**config.mk**
```make
export PLATFORM = sky130hd
export DESIGN_NAME = aes_key_expand
export DESIGN_NICKNAME = d
export VERILOG_FILES = /design/src/rtl/aes_key_expand.sv
export SDC_FILE = /design/constraint.sdc
export NUM_CORES = 2
export LEC_CHECK = 0
export BUFFER_PORTS_ARGS = -buffer_cell sky130_fd_sc_hd__buf_2
export CAP_MARGIN = 20
export CORE_MARGIN = 2
export CORE_UTILIZATION = 45
export DETAILED_ROUTE_END_ITERATION = 16
export PLACE_DENSITY_LB_ADDON = 0.25
export SLEW_MARGIN = 20
export SYNTH_ARGS = -nofsm -noshare
export SYNTH_HDL_FRONTEND = slang
export SYNTH_SLANG_ARGS = --single-unit
```
**constraint.sdc**
```tcl
create_clock -name clk -period 6 [get_ports clk]
set_input_delay 1.8 -clock clk [delete_from_list [all_inputs] [get_ports clk]]
set_output_delay 1.8 -clock clk [all_outputs]
set_load 0.02 [all_outputs]
```
**src/rtl/aes_key_expand.sv**
```systemverilog
// Iterative AES-128 key schedule: one round key per clock, streamed out in order
// and retained in an 11-entry store for random-access reads by the inverse cipher.
module aes_key_expand #(
    parameter int NR       = 10,
    parameter bit STORE_EN = 1'b1
) (
    input  logic         clk,
    input  logic         rst_n,
    input  logic         start,
    input  logic [127:0] key_in,
    output logic [3:0]   rcon_round,
    input  logic [31:0]  rcon_word,
    output logic         busy,
    output logic         rk_valid,
    output logic [3:0]   rk_index,
    output logic [127:0] rk_data,
    output logic         done,
    output logic         keys_ready,
    input  logic [3:0]   rd_idx,
    output logic [127:0] rd_key
);

    localparam logic [1:0] IDLE   = 2'd0;
    localparam logic [1:0] EXPAND = 2'd1;
    localparam logic [1:0] FIN    = 2'd2;

    localparam logic [3:0] LAST_ROUND = 4'(NR);

    // Forward S-box, byte 0x00 in the most significant position.
    localparam logic [2047:0] SBOX_TABLE = {
        128'h637c777bf26b6fc53001672bfed7ab76,
        128'hca82c97dfa5947f0add4a2af9ca472c0,
        128'hb7fd9326363ff7cc34a5e5f171d83115,
        128'h04c723c31896059a071280e2eb27b275,
        128'h09832c1a1b6e5aa0523bd6b329e32f84,
        128'h53d100ed20fcb15b6acbbe394a4c58cf,
        128'hd0efaafb434d338545f9027f503c9fa8,
        128'h51a3408f929d38f5bcb6da2110fff3d2,
        128'hcd0c13ec5f974417c4a77e3d645d1973,
        128'h60814fdc222a908846eeb814de5e0bdb,
        128'he0323a0a4906245cc2d3ac629195e479,
        128'he7c8376d8dd54ea96c56f4ea657aae08,
        128'hba78252e1ca6b4c6e8dd741f4bbd8b8a,
        128'h703eb5664803f60e613557b986c11d9e,
        128'he1f8981169d98e949b1e87e9ce5528df,
        128'h8ca1890dbfe6426841992d0fb054bb16
    };

    function automatic logic [7:0] sbox(input logic [7:0] b);
        return SBOX_TABLE[{~b, 3'b000} +: 8];
    endfunction

    logic [1:0]   state_reg;
    logic [127:0] w_reg;
    logic [3:0]   r_reg;
    logic         busy_reg;
    logic         rk_valid_reg;
    logic [3:0]   rk_index_reg;
    logic [127:0] rk_data_reg;
    logic         done_reg;
    logic         keys_ready_reg;

    logic [31:0]  rot_word;
    logic [31:0]  sub_word;
    logic [31:0]  t_word;
    logic [127:0] w_next;

    assign rot_word = {w_reg[23:0], w_reg[31:24]};

    genvar gi;
    generate
        for (gi = 0; gi < 4; gi++) begin : gen_subword
            assign sub_word[gi*8 +: 8] = sbox(rot_word[gi*8 +: 8]);
        end
    endgenerate

    // Each new word chains off the one just produced, so n3 depends on all of t, w0..w3.
    always_comb begin
        t_word           = sub_word ^ rcon_word;
        w_next[127:96]   = w_reg[127:96] ^ t_word;
        w_next[95:64]    = w_reg[95:64]  ^ w_next[127:96];
        w_next[63:32]    = w_reg[63:32]  ^ w_next[95:64];
        w_next[31:0]     = w_reg[31:0]   ^ w_next[63:32];
    end

    always_ff @(posedge clk or negedge rst_n) begin
        if (!rst_n) begin
            state_reg      <= IDLE;
            w_reg          <= '0;
            r_reg          <= '0;
            busy_reg       <= 1'b0;
            rk_valid_reg   <= 1'b0;
            rk_index_reg   <= '0;
            rk_data_reg    <= '0;
            done_reg       <= 1'b0;
            keys_ready_reg <= 1'b0;
        end else begin
            case (state_reg)
                IDLE: begin
                    if (start) begin
                        w_reg          <= key_in;
                        r_reg          <= '0;
                        busy_reg       <= 1'b1;
                        keys_ready_reg <= 1'b0;
                        state_reg      <= EXPAND;
                    end
                end
                EXPAND: begin
                    rk_valid_reg <= 1'b1;
                    rk_index_reg <= r_reg;
                    rk_data_reg  <= w_reg;
                    w_reg        <= w_next;
                    if (r_reg == LAST_ROUND) begin
                        done_reg  <= 1'b1;
                        state_reg <= FIN;
                    end else begin
                        r_reg <= r_reg + 4'd1;
                    end
                end
                FIN: begin
                    done_reg       <= 1'b0;
                    rk_valid_reg   <= 1'b0;
                    busy_reg       <= 1'b0;
                    keys_ready_reg <= 1'b1;
                    state_reg      <= IDLE;
                end
                default: state_reg <= IDLE;
            endcase
        end
    end

    generate
        if (STORE_EN) begin : gen_store
            logic [127:0] store_reg [0:10];

            always_ff @(posedge clk or negedge rst_n) begin
                if (!rst_n) begin
                    for (int i = 0; i <= 10; i++) begin
                        store_reg[i] <= '0;
                    end
                end else if (state_reg == EXPAND) begin
                    for (int i = 0; i <= 10; i++) begin
                        if (r_reg == 4'(i)) begin
                            store_reg[i] <= w_reg;
                        end
                    end
                end
            end

            always_comb begin
                rd_key = '0;
                if (rd_idx <= 4'd10) begin
                    rd_key = store_reg[rd_idx];
                end
            end
        end else begin : gen_no_store
            assign rd_key = '0;
        end
    endgenerate

    assign rcon_round = r_reg;
    assign busy       = busy_reg;
    assign rk_valid   = rk_valid_reg;
    assign rk_index   = rk_index_reg;
    assign rk_data    = rk_data_reg;
    assign done       = done_reg;
    assign keys_ready = keys_ready_reg;

endmodule

```
=== After elaboration in Yosys (flattened, before gate mapping) ===
Cells that the tools add are included.

* Word-level logic and storage cells: 92
* Bits of input ports: 167
* Output and inout bits: 268
* Register bits: 1678

* Reductions and logical operators: 21
* Mux-type cells: 19
* Add/subtract/negate cells: 1
* Bitwise gates (word level): 10
* Shift operators: 4
* Eq/ne operators: 15
* Order comparisons: 2

{| class="wikitable"
|+ Operators with widths
! operator !! number
|-
| $shiftx 2048x12->8 const A || 4
|-
| $bmux 128 s4 || 1
|-
| $mux 128 || 4
|-
| $pmux 128 s2 || 1
|-
| $xor 32x32->32 || 5
|-
| $not 8->8 || 4
|-
| $reduce_and 2->1 || 15
|-
| $eq 4x3->1 const B || 4
|-
| $eq 4x4->1 const B || 3
|-
| $eq 4x2->1 const B || 2
|-
| $mux 4 || 2
|-
| $pmux 1 s2 || 4
|-
| $pmux 4 s2 || 1
|-
| $ne 2x2->1 const B || 3
|-
| $reduce_bool 2->1 || 3
|-
| $ge 5x5->1 const B || 1
|-
| $not 4->5 || 1
|-
| $add 4x1->4 const B || 1
|-
| $eq 4x1->1 const B || 1
|-
| $le 4x4->1 const B || 1
|-
| $logic_not 4->1 || 1
|-
| $mux 2 || 2
|-
| $pmux 2 s2 || 1
|-
| $mux 1 || 3
|-
| 4 further kinds || 4
|}

=== Logic depth before layout (Yosys ltp) ===
* Depth after elaboration: 8
* Mapped depth: 17
* Mapped depth without buffers: 11

=== Worst setup path after synthesis ===
OpenSTA, ideal clock, no wires.

* Path type: in2out
* Start: input port rd_idx[0]
* End: output port rd_key[107]
* Path slack: 427 ps
* Path buffers: 4
* Stages on the path: 7
* Arrival time: 3773 ps
* Cell sequence: clkbuf_1 -> buf_1 -> nor2b_1 -> clkbuf_1 -> buf_1 -> a21oi_1 -> o22ai_1

* Word-level cells in the longest chain between the ends: 5
* Elaborated cells between the ends (all ways): 6
* Those cells by class: 1 x order compare; 4 x mux; 1 x bitwise

{| class="wikitable"
|+ Ends and longest elaborated chain
! item !! RTL line !! RTL
|-
| start, declared || 19 || <nowiki>input logic [3:0] rd_idx,</nowiki>
|-
| $not 4->5 (not written as such) || 153 || <nowiki>rd_key = store_reg[rd_idx];</nowiki>
|-
| $bmux 128 s4 || 153 ||
|-
| $mux 128 (not written as such) (2 in a row) || 153 ||
|-
| $mux 128 (*) || 152 || <nowiki>if (rd_idx <= 4'd10) begin</nowiki>
|-
| end, declared || 20 || <nowiki>output logic [127:0] rd_key</nowiki>
|}

Every way passes the cells marked *; elsewhere a longest branch is shown, timed or not. The select of a mux whose other input is x is not followed.

=== Worst setup path in the final report ===
* Start: input port rd_idx[1]
* End: output port rd_key[58]

Same word-level chain as after synthesis.

==> impl_metrics.ini <==
[outcome]
status = complete, no violations

[finish]
fill_cells = 17700
postLayoutCoreUtil = 0.510
multi_input_area_um2 = 46200
layout.nets = 8337
seqCellArea_um2 = 42000
largest_reg_flops = 1408
area_growth_pct = 12.4
final_area_um2 = 103000
drive_gt1_frac = 0.326

[synth]
syn-mean-instance-area_um2 = 11.3
synth-edff-count = 0
yosysSeqAreaShare = 0.457
synth_top_area_frac = 0.457
yosysUniqueCellTypes = 103
post-synth-top-count-cell = dfrtp_1
syn_inst = 8115
synth_commonest_cells = 1,678 x dfrtp_1, 1,245 x mux2_2, 681 x clkbuf_1
syn-num-nets = 8349
synth_warnings = 0
ys.flop_type = dfrtp_1
synth_area_leader_cell = dfrtp_1
synth_seq_cells = 1678
syn_area_um2 = 91900
synthArstFlopShare = 1.00
yosys-top-cells-area = dfrtp_1 46%, mux2_2 15%, mux4_2 8.2%, mux2i_1 4.1%, clkbuf_1 2.8%

[timing]
worst_pin_slew_ns = 1.31
slew_violations = 0
rsz0062_at_grt = no
final-setup-viol-count = 0
slew_headroom = 0.129
finalCritPeriodShare = 0.969
fin_skew_ns = 0.0468
min_period_ns = 5.81
fmax_mhz = 172
tns_ns = 0
hold_violations = 0

[detailed_routing]
drt_iter0_drc = 7421
vias = 70500
remaining_drc_errors = 0
drtPass1Iterations = 7
wl_per_cell_um = 31.5
drt.antenna.violating_nets = 0
totalWireLength_um = 344000
viasPerCell = 6.44

[hold_path]
hold_class = reg -> reg

[critical_path]
arrival_ns = 4.01
start_kind = input port
critical_path_class = in -> out
end_kind = primary output
path_max_fanout = 28
cp.required_ns = 4.20

[floorplan]
rows = 165
die_area_um2 = 208000
core_um2 = 203000
start_util = 0.454
fp.dieH_um = 456
pin_count = 435
chipWidth_um = 456

[place]
hpwl_um = 230000
dpl_cell_area_um2 = 97100
place.gp.congestion = 0.988
portBuffers = 434

[cts]
post_cts_resized = 0
clock_sinks = 1678
clockBufferDepth = 3
clk_pin_slew_worst_paths_ns = 0.05
hold_buffers = 0
clock-root-buffer = clkbuf_16
clk_latency_ns = 0.87
cts_buffers = 184
cts_tree = yes
htree_levels = 4
cts_setup_buffers = 0

[grt]
grt_start_max_net_pins = 128
grt_pass1_vias = 70200
grt_pass1_wl_um = 501000
antenna_found_initial = 26
grt_usage = 0.326
grt-ovfl-total = 0

[job]
max_cap_viol_count = 0

[power]
powerDensity_nw_per_um2 = 643
leakage_nw = 45.4
ir_worst_vdd_uv = 461
where the power goes:
group	internal, W	switching [W]
clock network	0.00675	0.00483
registers	0.0160	0.00492
logic	0.0142	0.0197
total	0.0370	0.0295
path summary, 6_finish.rpt:
check / cells after the start / start / endpoint / slack [ns]
hold / removal: 2 / gen_store.store_reg[782]$_DFFE_PN0P_ / gen_store.store_reg[782]$_DFFE_PN0P_ / 0.47
max in group asynchronous: 2 / rst_n / gen_store.store_reg[32]$_DFFE_PN0P_ / 3.71
min in group asynchronous: 1 / rst_n / gen_store.store_reg[807]$_DFFE_PN0P_ / 1.04
setup reg to reg: 12 / w_reg[9]$_DFFE_PN0P_ / w_reg[17]$_DFFE_PN0P_ / 0.95
hold reg to reg: 2 / gen_store.store_reg[782]$_DFFE_PN0P_ / gen_store.store_reg[782]$_DFFE_PN0P_ / 0.47
setup / recovery: 7 / rd_idx[1] / rd_key[58] / 0.19
stage by stage:
step | setup WS, ns | std cells | power, W | hold WS, ns
2_1_floorplan | 0.427 | 8115 | 0.0420 | 0.445
3_3_place_gp | 0.185 | 10600 | 0.0536 | 0.457
3_5_place_dp | 0.194 | 10600 | 0.0542 | 0.464
4_1_cts | 0.187 | 10900 | 0.0659 | 0.478
5_1_grt | 0.230 | 10900 | 0.0695 | 0.496
6_report | 0.186 | 10900 | 0.0665 | 0.474
layer usage:
| layer | up-vias | share of wire | GRT usage |
|---|---|---|---|
| li1 | 29900 | - | - |
| met1 | 36600 | 0.39 | 0.417 |
| met2 | 3181 | 0.46 | 0.514 |
| met3 | 806 | 0.068 | 0.0537 |
| met4 | 4 | 0.074 | 0.212 |
| met5 | - | 0.000073 | 0 |
cell usage in the layout, fill, tap and decap left out, types with 54 or more instances in the layout:
| master | instances |
|---|---|
| o211ai_1 | 55 |
| buf_4 | 195 |
| nand3_1 | 86 |
| xnor2_1 | 77 |
| mux2_2 | 1245 |
| nor2b_1 | 91 |
| o21ai_0 | 484 |
| clkbuf_16 | 188 |
| buf_12 | 76 |
| a31oi_1 | 54 |
| o22ai_1 | 221 |
| buf_2 | 429 |
| nand2b_1 | 75 |
| nand2_1 | 607 |
| inv_1 | 71 |
| mux2i_1 | 372 |
| ha_1 | 65 |
| dfrtp_1 | 1662 |
| a211oi_1 | 63 |
| a21oi_1 | 361 |
| nor2_1 | 353 |
| nor3_1 | 100 |
| mux4_2 | 335 |
area by class of cell:
| class | count | area share |
|---|---|---|
| Clock inverter | 57 | 0.00681 |
| Inverter | 82 | 0.00300 |
| Timing Repair Buffer | 704 | 0.0502 |
| Sequential cell | 1678 | 0.407 |
| Tap cell | 2672 | 0.0324 |
| Multi-Input combinational cell | 5453 | 0.447 |
| Clock buffer | 274 | 0.0530 |
| Antenna cell | 21 | 0.000509 |
cells by family (layout without fill, tap and decap cells):
family                   Yosys count  count (layout)  share of synthesized area
AO/OA/AOI/OAI                   1721            1721                      0.120
XOR/XNOR                         138             138                     0.0163
adder cells (fa/ha/maj)           67              67                    0.00912
buffers and inverters            984            1117                     0.0425
flip-flops                      1678            1678                      0.457
multiplexers                    1952            1952                      0.275
other                              0              21                          0
AND/OR/NAND/NOR                 1575            1575                     0.0800
worst max-delay path, stage by stage:
cell     delay [ns]
buf_8          0.29
buf_4          0.32
mux4_2         0.31
mux2i_1        0.60
o22ai_1        0.23
buf_4          0.19
buf_2          0.15
(Power assumes the default switching activity.)
